<file path="config.mk">
export PLATFORM = sky130hd
export DESIGN_NAME = bus_arbiter_rr
export DESIGN_NICKNAME = d
export VERILOG_FILES = /design/src/rtl/bus_arbiter_rr.sv
export SDC_FILE = /design/constraint.sdc
export NUM_CORES = 1
export LEC_CHECK = 0
export CORE_MARGIN = 3
export CORE_UTILIZATION = 40
export CTS_CLUSTER_DIAMETER = 50
export DETAILED_ROUTE_END_ITERATION = 10
export GPL_ROUTABILITY_DRIVEN = 0
export GPL_TIMING_DRIVEN = 0
export PLACE_DENSITY = 0.8
export SETUP_SLACK_MARGIN = 0.15
export SYNTH_ARGS = -nofsm -noshare
export SYNTH_HDL_FRONTEND = slang
export SYNTH_SLANG_ARGS = --single-unit
</file>
<file path="constraint.sdc">
create_clock -name clk -period 4.96 [get_ports clk]
set_clock_uncertainty 0.2 [all_clocks]
set_input_delay 0.744 -clock clk [delete_from_list [all_inputs] [get_ports clk]]
set_output_delay 0.744 -clock clk [all_outputs]
set_load 0.02 [all_outputs]
</file>
<file path="src/rtl/bus_arbiter_rr.sv">
`default_nettype none
// ============================================================================
//  Module      : bus_arbiter_rr
//  Description : N-requester round-robin bus arbiter. Latches the winner's
//                {data, address} packet at grant and serialises it LSB beat
//                first onto a BEATW-wide valid/ready bus. Grants run back to
//                back with no idle bubble. Each requester gets a completion
//                pulse when its final beat is accepted.
//  Options     : BUS_ARB_WATCHDOG_EN - adds a stall watchdog. It aborts a
//                transaction after WDT_CYCLES stalled beats and pulses err.
//  Revision    : 1.0 - initial release
// ============================================================================
module bus_arbiter_rr #(
  parameter int NREQ  = 4,
  parameter int ADDRW = 24,
  parameter int BEATW = 8
) (
  input  logic                      clk,
  input  logic                      rst_n,
  input  logic [NREQ-1:0]           req,
  input  logic [NREQ*(ADDRW+8)-1:0] data_in,
  input  logic                      bus_ready,
  output logic [BEATW-1:0]          data_out,
  output logic                      valid_out,
  output logic [NREQ-1:0]           grant,
  output logic [NREQ-1:0]           done,
  output logic                      err
);

  localparam int PKTW   = ADDRW + 8;
  localparam int NBEATS = PKTW / BEATW;
  localparam int CNTW   = (NBEATS > 1) ? $clog2(NBEATS) : 1;
  localparam int PTRW   = $clog2(NREQ);

  localparam logic [CNTW-1:0] CNT_LAST = CNTW'(NBEATS - 1);
  localparam logic [CNTW-1:0] CNT_ONE  = CNTW'(1);
  localparam logic [PTRW-1:0] PTR_INIT = PTRW'(NREQ - 1);

  typedef enum logic [0:0] {
    ST_IDLE = 1'b0,
    ST_XFER = 1'b1
  } state_t;

  state_t            r_state,  w_state_nxt;
  logic [NREQ-1:0]   r_grant,  w_grant_nxt;
  logic [NREQ-1:0]   r_done,   w_done_nxt;
  logic [CNTW-1:0]   r_cnt,    w_cnt_nxt;
  logic [PKTW-1:0]   r_shift,  w_shift_nxt;
  logic [PTRW-1:0]   r_last,   w_last_nxt;

  logic              w_any;
  logic [PTRW-1:0]   w_win;
  logic [PTRW-1:0]   w_scan;
  logic [NREQ-1:0]   w_win_oh;
  logic              w_accept;
  logic              w_final;
  logic              w_abort;
  logic              w_rearb;

`ifdef BUS_ARB_WATCHDOG_EN
  localparam int         WDT_CYCLES = 255;
  localparam logic [7:0] WDT_TRIP   = 8'(WDT_CYCLES - 1);

  logic [7:0] r_stall, w_stall_nxt;
  logic       r_err;

  // The stall that would bring the counter to WDT_CYCLES aborts on this edge
  assign w_abort = (r_state == ST_XFER) && !bus_ready && (r_stall == WDT_TRIP);
  assign err     = r_err;
`else
  assign w_abort = 1'b0;
  assign err     = 1'b0;
`endif

  assign valid_out = (r_state == ST_XFER);
  assign data_out  = r_shift[BEATW-1:0];
  assign grant     = r_grant;
  assign done      = r_done;

  // Round-robin pick: the first set req scanning upward from last+1 with wrap.
  // The scan runs from the farthest offset down so the nearest hit wins.
  always_comb begin
    w_any    = 1'b0;
    w_win    = '0;
    w_scan   = '0;
    w_win_oh = '0;
    for (int i = NREQ; i >= 1; i--) begin
      w_scan = PTRW'((int'(r_last) + i) % NREQ);
      if (req[w_scan]) begin
        w_any = 1'b1;
        w_win = w_scan;
      end
    end
    w_win_oh[w_win] = 1'b1;
  end

  // Next-state logic. Arbitration re-runs in IDLE, on a final beat and on a
  // watchdog abort. r_last already holds the served index in the last two
  // cases, so the served requester ends up with the lowest priority.
  always_comb begin
    w_state_nxt = r_state;
    w_grant_nxt = r_grant;
    w_cnt_nxt   = r_cnt;
    w_shift_nxt = r_shift;
    w_last_nxt  = r_last;
    w_done_nxt  = '0;
    w_accept    = (r_state == ST_XFER) && bus_ready;
    w_final     = w_accept && (r_cnt == CNT_LAST);
    w_rearb     = (r_state == ST_IDLE) || w_final || w_abort;

    if (w_rearb) begin
      w_cnt_nxt = '0;
      if (w_any) begin
        w_state_nxt = ST_XFER;
        w_grant_nxt = w_win_oh;
        w_shift_nxt = data_in[int'(w_win)*PKTW +: PKTW];
        w_last_nxt  = w_win;
      end else begin
        w_state_nxt = ST_IDLE;
        w_grant_nxt = '0;
        w_shift_nxt = '0;
      end
    end else if (w_accept) begin
      w_shift_nxt = r_shift >> BEATW;
      w_cnt_nxt   = r_cnt + CNT_ONE;
    end

    if (w_final) begin
      w_done_nxt = r_grant;
    end
  end

`ifdef BUS_ARB_WATCHDOG_EN
  // Stall counter: counts stalled beats and clears on acceptance, a new grant or IDLE
  always_comb begin
    w_stall_nxt = '0;
    if ((r_state == ST_XFER) && !bus_ready && !w_abort) begin
      w_stall_nxt = r_stall + 8'd1;
    end
  end

  // Watchdog registers
  always_ff @(posedge clk or negedge rst_n) begin
    if (!rst_n) begin
      r_stall <= '0;
      r_err   <= 1'b0;
    end else begin
      r_stall <= w_stall_nxt;
      r_err   <= w_abort;
    end
  end
`endif

  // State register; reset discards any in-flight packet
  always_ff @(posedge clk or negedge rst_n) begin
    if (!rst_n) begin
      r_state <= ST_IDLE;
      r_grant <= '0;
      r_done  <= '0;
      r_cnt   <= '0;
      r_shift <= '0;
      r_last  <= PTR_INIT;
    end else begin
      r_state <= w_state_nxt;
      r_grant <= w_grant_nxt;
      r_done  <= w_done_nxt;
      r_cnt   <= w_cnt_nxt;
      r_shift <= w_shift_nxt;
      r_last  <= w_last_nxt;
    end
  end

endmodule
`default_nettype wire

</file>
==> metrics.yaml, run 1 <==
wl_per_cell_um: 17.4
fmax_mhz: 359
cts_resized: 0
setup_violations: 0
path_max_fanout: 10
antenna_left: 0
area_growth_pct: 58.3
drtIter0Drc: 166
syn_area_mm2: 0.00301
syn_nets: 423
outcome: "finished, final reports clean"
syn_area_per_cell_um2: 10.5
drive_gt1_share_pct: 12.1
async_flop_share_pct: 100
fillers: 586
synth.distinct_cells: 38
clockBufferDepth: 2
drc: 0
vias: 2978
die-area_mm2: 0.00860
multiInputGateArea_mm2: 0.00166
post-cts-setup-buffers: 0
fp.dieH_um: 92.8
routed_via_density: 5.48
endpoint_kind: "flip-flop"
grt_pass1_vias: 3038
slowest_stage: "clkdlybuf4s50_1"
yosysWarningCount: 0
num_antenna_cells: 0
critPathBufInv: 3
cp_top_family: "buffers and inverters"
grt_first_pass_wirelength_um: 15200
tns_ns: 0
arrival_ns: 2.75
antenna_found_initial: 0
clkSinkCount: 45
critical_path_class: "input pin to flip-flop"
layout_setup_ws_ns: 2.18
crit_required_ns: 4.92
grt_usage_pct: 22.1
worst-path-stages: 8
mostFrequentLayoutCell: "clkdlybuf4s50_1"
drt-pass1-iter-count: 4
grt_overflow: 0
maxCapViolations: 0
rows: 30
grt_max_degree: 41
numCtsBuffers: 5
postSynthCellCount: 287
rr_worst_depth: 6
ctsHoldBuffers: 0
ys.flop_type: "dfrtp_1"
nets: 582
startpoint: "req[3]"
dpl_worst_slack_ns: 1.88
ios: 153
clkLatencyLatePin_ns: 0.29
die_w_um: 92.8
yosysSeqAreaShare_pct: 37.5
htreeDepth: 2
routed_wl_um: 9470
slowest_delay_ns: 0.50
path_cells: "clkdlybuf4s50_1 > nor2b_4 > o21a_1 > nor3_4 > buf_6 > buf_6 > mux2i_1 > o211ai_2"
coreArea_mm2: 0.00706
seqCellArea_mm2: 0.00113
maxSlewViolCount: 0
peakVddDrop_v: 0.000182
endpoint: "r_shift[22]"
holdCritPathClass: "input pin to asynchronous set/reset pin"
rsz0062_at_grt: "false"
start_kind: "input pin"
initial_core_util_pct: 42.7
worstMarginPinSlew_ns: 0.762
reg2reg_slack_ns: 2.65
rr_startpoint: "r_last[1]"
hold_violations: 0
cts_tree: "built"
leakagePower_nw: 2.11
root_buffer: "clkbuf_8"
fin_crit_sh_pct: 56.1
synth_edf_count: 0
cts.clk_slew.worst_paths_ns: 0.08
final_cell_mix: "clkdlybuf4s50_1, mux2i_1, dfrtp_1"
relSlewSlack_pct: 48.9
place.port_buffers: 151
power_density_mw_per_mm2: 395
cpMostUsedCell: "buf_6"
period_needed_ns: 2.78
r2r_end: "r_shift[3]"
synth-seq-cells: 45
dpl.hpwl_um: 7650
[worst reg2reg max path, stage by stage (launching register included)]
cell	delay (ns)
dfstp_2	0.52
clkbuf_1	0.24
o22ai_1	0.15
a21oi_1	0.32
nand2_1	0.28
buf_2	0.28
o221ai_1	0.24
[layer usage]
metal	track usage, %	vias up	routed length [µm]
met5	0	-	0
met4	2.32	0	40
met3	4.71	4	742
met2	39.2	128	4730
met1	28.5	1423	3950
li1	-	1423	-
[Yosys cell counts, types with 3 or more instances]
cell,n,share of area (%)
o21ai_0,3,0.50
clkbuf_1,14,1.7
nand2b_1,5,1.0
nor2_1,6,0.75
o221ai_1,22,6.4
o211ai_2,10,4.2
dfrtp_1,43,36
a21bo_2,10,3.3
buf_4,10,2.5
a22oi_1,14,3.5
nand4_1,10,2.1
a21oi_1,13,2.2
nand2_1,15,1.9
o31ai_1,10,2.5
and2_1,5,1.0
and3_1,11,2.3
mux2i_1,54,18
buf_2,4,0.67
[area by class of cell]
type	count	share of cell area (%)
Multi-Input combinational cell	208	34.8
Timing Repair Buffer	152	32.0
Sequential cell	45	23.7
Buffer	34	4.73
Tap cell	96	2.52
Clock buffer	6	1.52
Clock inverter	2	0.735
[how the worst min path moves through the flow]
stage / to / depth (start not counted) / startpoint / slack [ns]
finish: done[2] / 1 / rst_n / 0.07
floorplan: done[0] / 0 / rst_n / 0.25
global placement: r_shift[28] / 2 / r_shift[28] / 0.27
CTS: done[2] / 1 / rst_n / 0.07
detailed placement: r_shift[24] / 2 / r_shift[24] / 0.27
global route: done[2] / 1 / rst_n / 0.06
[power breakdown]
| group | internal, W | switching [W] |
|---|---|---|
| Clock | 0.000150 | 0.000119 |
| Sequential | 0.000515 | 0.0000911 |
| Combinational | 0.000529 | 0.000479 |
| Total | 0.00119 | 0.000689 |
[through the flow]
step	hold WS, ns	total power [W]	cell area [µm²]	util (%)	cells
global placement	0.269	0.00160	4640	65.8	534
detailed placement	0.269	0.00163	4660	66.0	535
global route	0.0583	0.00200	4760	67.5	543
floorplan	0.248	0.00126	3010	-	287
finish	0.0704	0.00188	4760	67.5	543
CTS	0.0706	0.00189	4760	67.5	543
[cells by family after synthesis]
family | Yosys count | synth area share (%)
multiplexers | 54 | 18.0
flip-flops | 45 | 37.5
adder cells (fa/ha/maj) | 1 | 0.416
AND/OR/NAND/NOR | 58 | 11.1
other | 1 | 0.125
XOR/XNOR | 1 | 0.291
AO/OA/AOI/OAI | 93 | 25.2
buffers and inverters | 34 | 7.48
[state kept, by name (all words and copies together), names as in the netlist]
name,cells
valid_out,1
done,4
r_shift,32
grant,4
r_cnt,2
r_last,2
Power figures use the tool's default switching activity.
==> run 2: changes to the inputs <==
--- a/config.mk
+++ b/config.mk
@@ -6,12 +6,12 @@
 export NUM_CORES = 1
 export LEC_CHECK = 0
 export CORE_MARGIN = 3
-export CORE_UTILIZATION = 40
+export CORE_UTILIZATION = 37
 export CTS_CLUSTER_DIAMETER = 50
 export DETAILED_ROUTE_END_ITERATION = 10
 export GPL_ROUTABILITY_DRIVEN = 0
 export GPL_TIMING_DRIVEN = 0
-export PLACE_DENSITY = 0.8
+export PLACE_DENSITY = 0.78
 export SETUP_SLACK_MARGIN = 0.15
 export SYNTH_ARGS = -nofsm -noshare
 export SYNTH_HDL_FRONTEND = slang
==> constraint.sdc (replaced) <==
create_clock -name clk -period 2.47 [get_ports clk]
set_clock_uncertainty 0.2 [all_clocks]
set_input_delay 0.3705 -clock clk [delete_from_list [all_inputs] [get_ports clk]]
set_output_delay 0.3705 -clock clk [all_outputs]
set_load 0.02 [all_outputs]
==> run 2 against run 1 <==
  * Critical path depth decreased by 1
  * Sequential power is 100% higher
  * Clock-buffer cell count is 1 higher
  * Critical path type is now flip-flop to flip-flop
  * Largest cell class unchanged
==> metrics.yaml, run 2 (synthesis gave the netlist of run 1 again) <==
grt_max_degree: 41
worstMarginPinSlew_ns: 0.502
rows: 32
die-area_mm2: 0.00925
largest_reg_flops: 32
dpl.hpwl_um: 7690
reg2reg_slack_ns: 0.27
grt_pass1_vias: 2980
power_density_mw_per_mm2: 807
routed_wl_um: 9740
arrival_ns: 2.17
drc: 0
setup_violations: 0
num_antenna_cells: 0
period_needed_ns: 2.20
r2r_end: "r_shift[12]"
fmax_mhz: 454
root_buffer: "clkbuf_8"
area_growth_pct: 62.1
fin_hold_ws_ns: 0.225
cts.clk_slew.worst_paths_ns: 0.09
clkSinkCount: 45
initial_core_util_pct: 38.6
grt_usage_pct: 20.6
die_w_um: 96.2
relSlewSlack_pct: 66.6
clockBufferDepth: 2
postLayoutCoreUtil_pct: 62.5
clkLatencyLatePin_ns: 0.30
fin_crit_sh_pct: 89.2
endpoint_kind: "flip-flop"
dpl_worst_slack_ns: -0.219
maxCapViolations: 0
fin_area_mm2: 0.00488
coreArea_mm2: 0.00781
drt-pass1-iter-count: 4
wl_per_cell_um: 17.6
startpoint: "r_last[0]"
mostFrequentLayoutCell: "clkdlybuf4s50_1"
place_area_mm2: 0.00466
htreeDepth: 2
critical_path_class: "flip-flop to flip-flop"
rsz0062_at_grt: "false"
start_kind: "flip-flop"
grt_overflow: 0
antenna_left: 0
endpoint: "r_shift[12]"
drtIter0Drc: 129
grt_first_pass_wirelength_um: 14700
rr_startpoint: "r_last[0]"
place.port_buffers: 151
ios: 153
holdCritPathClass: "input pin to asynchronous set/reset pin"
fp.dieH_um: 96.2
outcome: "finished, final reports clean"
nets: 585
crit_required_ns: 2.44
cts_tree: "built"
final_cell_mix: "clkdlybuf4s50_1, mux2i_1, dfrtp_1"
rr_worst_depth: 7
leakagePower_nw: 2.15
routed_via_density: 5.37
antenna_found_initial: 0
drive_gt1_share_pct: 15.3
top_register: "r_shift"
vias: 2965
hold_violations: 0
maxSlewViolCount: 0
path_max_fanout: 10
numCtsBuffers: 5
finalPower_w: 0.00394
layout_setup_ws_ns: 0.267
peakVddDrop_v: 0.000457
-- run 2: cell count changes in the layout (fill, tap and decap cells not counted), sizes merged --
| cell | before | now |
|---|---|---|
| clkdlybuf4s50 | 150 | 146 |
| buf | 20 | 23 |
| dlygate4sd2 | 0 | 3 |
| clkinv | 1 | 0 |
| dlygate4sd3 | 0 | 1 |
| dlymetal6s2s | 0 | 1 |
-- run 2: metal layers --
metal | part of all wire [%] | vias to the layer above | global-route usage [%]
met3 | 7.6 | 16 | 5.55
met4 | 1.6 | 0 | 5.57
met1 | 39 | 1408 | 25.0
li1 | - | 1430 | -
met2 | 51 | 111 | 35.8
met5 | 0 | - | 0
-- run 2: layout make-up --
cell class | count | area [µm²]
plain buffers | 33 | 236
clock buffers | 7 | 86.3
clock inverters | 1 | 30.0
fillers | 654 | 2930
multi-input cells | 208 | 1710
flip-flops and latches | 45 | 1130
well taps | 102 | 128
repair buffers | 156 | 1560
-- run 2: timing repair --
action	in CTS	in global routing
endpoints found under the hold margin	43	0
setup buffers	2	1
hold buffers	1	0
setup endpoints to repair	24	34
pin swaps	1	1
resized for setup	9	13
-- run 2: power by group --
group	internal, W	switching, W	leakage, nW
Sequential	0.00104	0.000202	0.591
Clock	0.000330	0.000246	0.0585
Combinational	0.00113	0.000989	1.50
Total	0.00250	0.00144	2.15
-- run 2: worst min path at each step --
stage                      from     endpoint  slack (ns)  depth (start not counted)
detailed placement        rst_n      done[2]        0.01                          1
global route              rst_n      done[1]        0.26                          2
global placement    r_shift[24]  r_shift[24]        0.27                          2
floorplan                 rst_n      done[0]       -0.13                          0
CTS                       rst_n      done[2]        0.22                          2
finish                    rst_n      done[2]        0.22                          2
-- run 2: worst max-delay path, stage by stage (launching register included) --
cell and delay (ns):
dfstp_2 0.57, nand2b_1 0.16, a21oi_1 0.13, nor3_4 0.27
buf_4 0.16, clkbuf_8 0.19, mux2i_1 0.27, o221ai_1 0.14
-- run 2: per-stage QoR --
stage	setup TNS, ns	std cells
floorplan	0	287
global placement	-21.87	540
detailed placement	-5.69	541
CTS	0	552
global route	0	552
finish	0	552
==> run 3: changes to the inputs <==
--- a/config.mk
+++ b/config.mk
@@ -6,12 +6,13 @@
 export NUM_CORES = 1
 export LEC_CHECK = 0
 export CORE_MARGIN = 3
-export CORE_UTILIZATION = 37
+export CORE_UTILIZATION = 38
+export CTS_BUF_LIST = sky130_fd_sc_hd__clkbuf_4
 export CTS_CLUSTER_DIAMETER = 50
 export DETAILED_ROUTE_END_ITERATION = 10
 export GPL_ROUTABILITY_DRIVEN = 0
 export GPL_TIMING_DRIVEN = 0
-export PLACE_DENSITY = 0.78
+export PLACE_DENSITY = 0.8
 export SETUP_SLACK_MARGIN = 0.15
 export SYNTH_ARGS = -nofsm -noshare
 export SYNTH_HDL_FRONTEND = slang
==> run 3 against run 2 <==
  * Combinational power is 2% lower
  * Worst setup slack got worse by 0.040 ns
  * Total power decreased by 4.2%
  * Wire length fell by 3.4%
  * Critical path type is now input pin to flip-flop
  * Largest cell class unchanged
==> metrics.yaml, run 3 (synthesis gave the netlist of run 1 again) <==
nets: 585
grt_first_pass_wirelength_um: 14900
p_comb_share_pct: 55.0
slowest_stage: "clkdlybuf4s50_1"
fin_area_mm2: 0.00481
fin_crit_sh_pct: 90.8
dp_cells: 538
place.port_buffers: 151
area_growth_pct: 59.9
drtIter0Drc: 192
hold_violations: 0
endpoint: "r_shift[20]"
cts_tree: "built"
clkSinkCount: 45
wl_per_cell_um: 17.1
cp_top_family: "buffers and inverters"
power_density_mw_per_mm2: 783
maxCapViolations: 0
initial_core_util_pct: 40.2
postLayoutCoreUtil_pct: 64.3
period_needed_ns: 2.24
sequentialPowerShare_pct: 32.7
fp.dieH_um: 95.0
rr_worst_depth: 7
slowest_delay_ns: 0.58
rows: 31
stdcell_count: 549
cell_internal_pwr_w: 0.00236
routed_via_density: 5.48
p_switching_w: 0.00141
die-area_mm2: 0.00903
drt-pass1-iter-count: 5
top_register: "r_shift"
netSwitchingFraction_pct: 37.3
critPathBufInv: 3
worst-path-stages: 8
arrival_ns: 2.28
num_antenna_cells: 0
setup_violations: 0
path_cells: "clkdlybuf4s50_1 > nor2b_1 > o21a_1 > nor3_4 > buf_8 > buf_6 > mux2i_1 > o211ai_2"
path_max_fanout: 10
ios: 153
startpoint: "req[0]"
dpl.hpwl_um: 7520
final_cell_mix: "clkdlybuf4s50_1, mux2i_1, dfrtp_1"
die_w_um: 95.0
critical_path_class: "input pin to flip-flop"
endpoint_kind: "flip-flop"
clockBufferDepth: 2
root_buffer: "clkbuf_4"
outcome: "finished, final reports clean"
largest_reg_flops: 32
cts.clk_slew.worst_paths_ns: 0.13
clkLatencyLatePin_ns: 0.37
antenna_found_initial: 0
reg2reg_slack_ns: 0.28
grt_max_degree: 42
htreeDepth: 2
coreArea_mm2: 0.00749
vias: 3009
mostFrequentLayoutCell: "clkdlybuf4s50_1"
rsz0062_at_grt: "false"
start_kind: "input pin"
drc: 0
peakVddDrop_v: 0.000471
maxSlewViolCount: 0
r2r_end: "r_shift[20]"
grt_overflow: 0
leakagePower_nw: 2.14
drive_gt1_share_pct: 14.7
rr_startpoint: "r_last[0]"
grt_pass1_vias: 3100
numCtsBuffers: 5
holdCritPathClass: "input pin to asynchronous set/reset pin"
crit_required_ns: 2.50
grt_usage_pct: 21.0
place_area_mm2: 0.00466
fmax_mhz: 446
antenna_left: 0
clockPowerShare_pct: 12.3
routed_wl_um: 9410
[run 3: cell types whose count changed in the layout (fill, tap and decap cells not counted), sizes merged]
cell	delta
clkbuf	-2
dlymetal6s2s	+1
clkinv	+1
buf	+1
dlygate4sd2	-3
clkdlybuf4s50	+2
[run 3: layout make-up]
class / count / area, µm²
fill: 622 / 2670
multi-input combinational: 208 / 1690
timing repair buffer: 156 / 1560
sequential: 45 / 1130
buffer: 33 / 228
tap: 99 / 124
clock buffer: 6 / 45.0
clock inverter: 2 / 35.0
[run 3: power groups by stage]
stage	combinational [W]	sequential [W]	clock, W
after global placement	0.00199	0.00122	0
after global routing	0.00224	0.00127	0.000500
after CTS	0.00205	0.00122	0.000464
after floorplan	0.00132	0.00121	0
after detailed placement	0.00204	0.00123	0
final	0.00207	0.00123	0.000463
[run 3: worst register-to-register path, stage by stage (launching register included)]
cell	delay, ns
dfstp_2	0.59
nor2b_4	0.05
o21a_1	0.22
nor3_4	0.26
buf_8	0.18
buf_6	0.18
mux2i_1	0.29
o211ai_2	0.10
[run 3: how the worst min path moves through the flow]
stage | endpoint | depth (start not counted) | slack, ns
finish | done[0] | 2 | 0.15
global placement | r_shift[24] | 2 | 0.27
global route | done[0] | 2 | 0.15
CTS | done[0] | 2 | 0.15
detailed placement | done[0] | 1 | 0.005
floorplan | done[0] | 0 | -0.13
[run 3: through the flow]
| step | TNS [ns] | total power [W] | hold slack (ns) | setup slack (ns) |
|---|---|---|---|---|
| 4_1_cts | 0 | 0.00373 | 0.155 | 0.169 |
| 2_1_floorplan | 0 | 0.00253 | -0.125 | 0.517 |
| 6_report | 0 | 0.00377 | 0.153 | 0.227 |
| 3_3_place_gp | -18.79 | 0.00322 | 0.268 | -0.341 |
| 5_1_grt | 0 | 0.00402 | 0.149 | 0.172 |
| 3_5_place_dp | -5.90 | 0.00327 | 0.00459 | -0.231 |
[run 3: timing repair]
item / CTS / global route
setup buffers: 0 / 3
resized for setup: 1 / 13
endpoints found under the setup margin: 1 / 34
hold buffers: 1 / 0
hold endpoints to repair: 43 / 0
pin swaps: 0 / 0
[run 3: per-layer routing]
layer | wire [µm] | global-route usage, %
met1 | 3670 | 26.8
met2 | 4920 | 36.2
met3 | 724 | 4.54
met4 | 99 | 4.81
met5 | 0 | 0
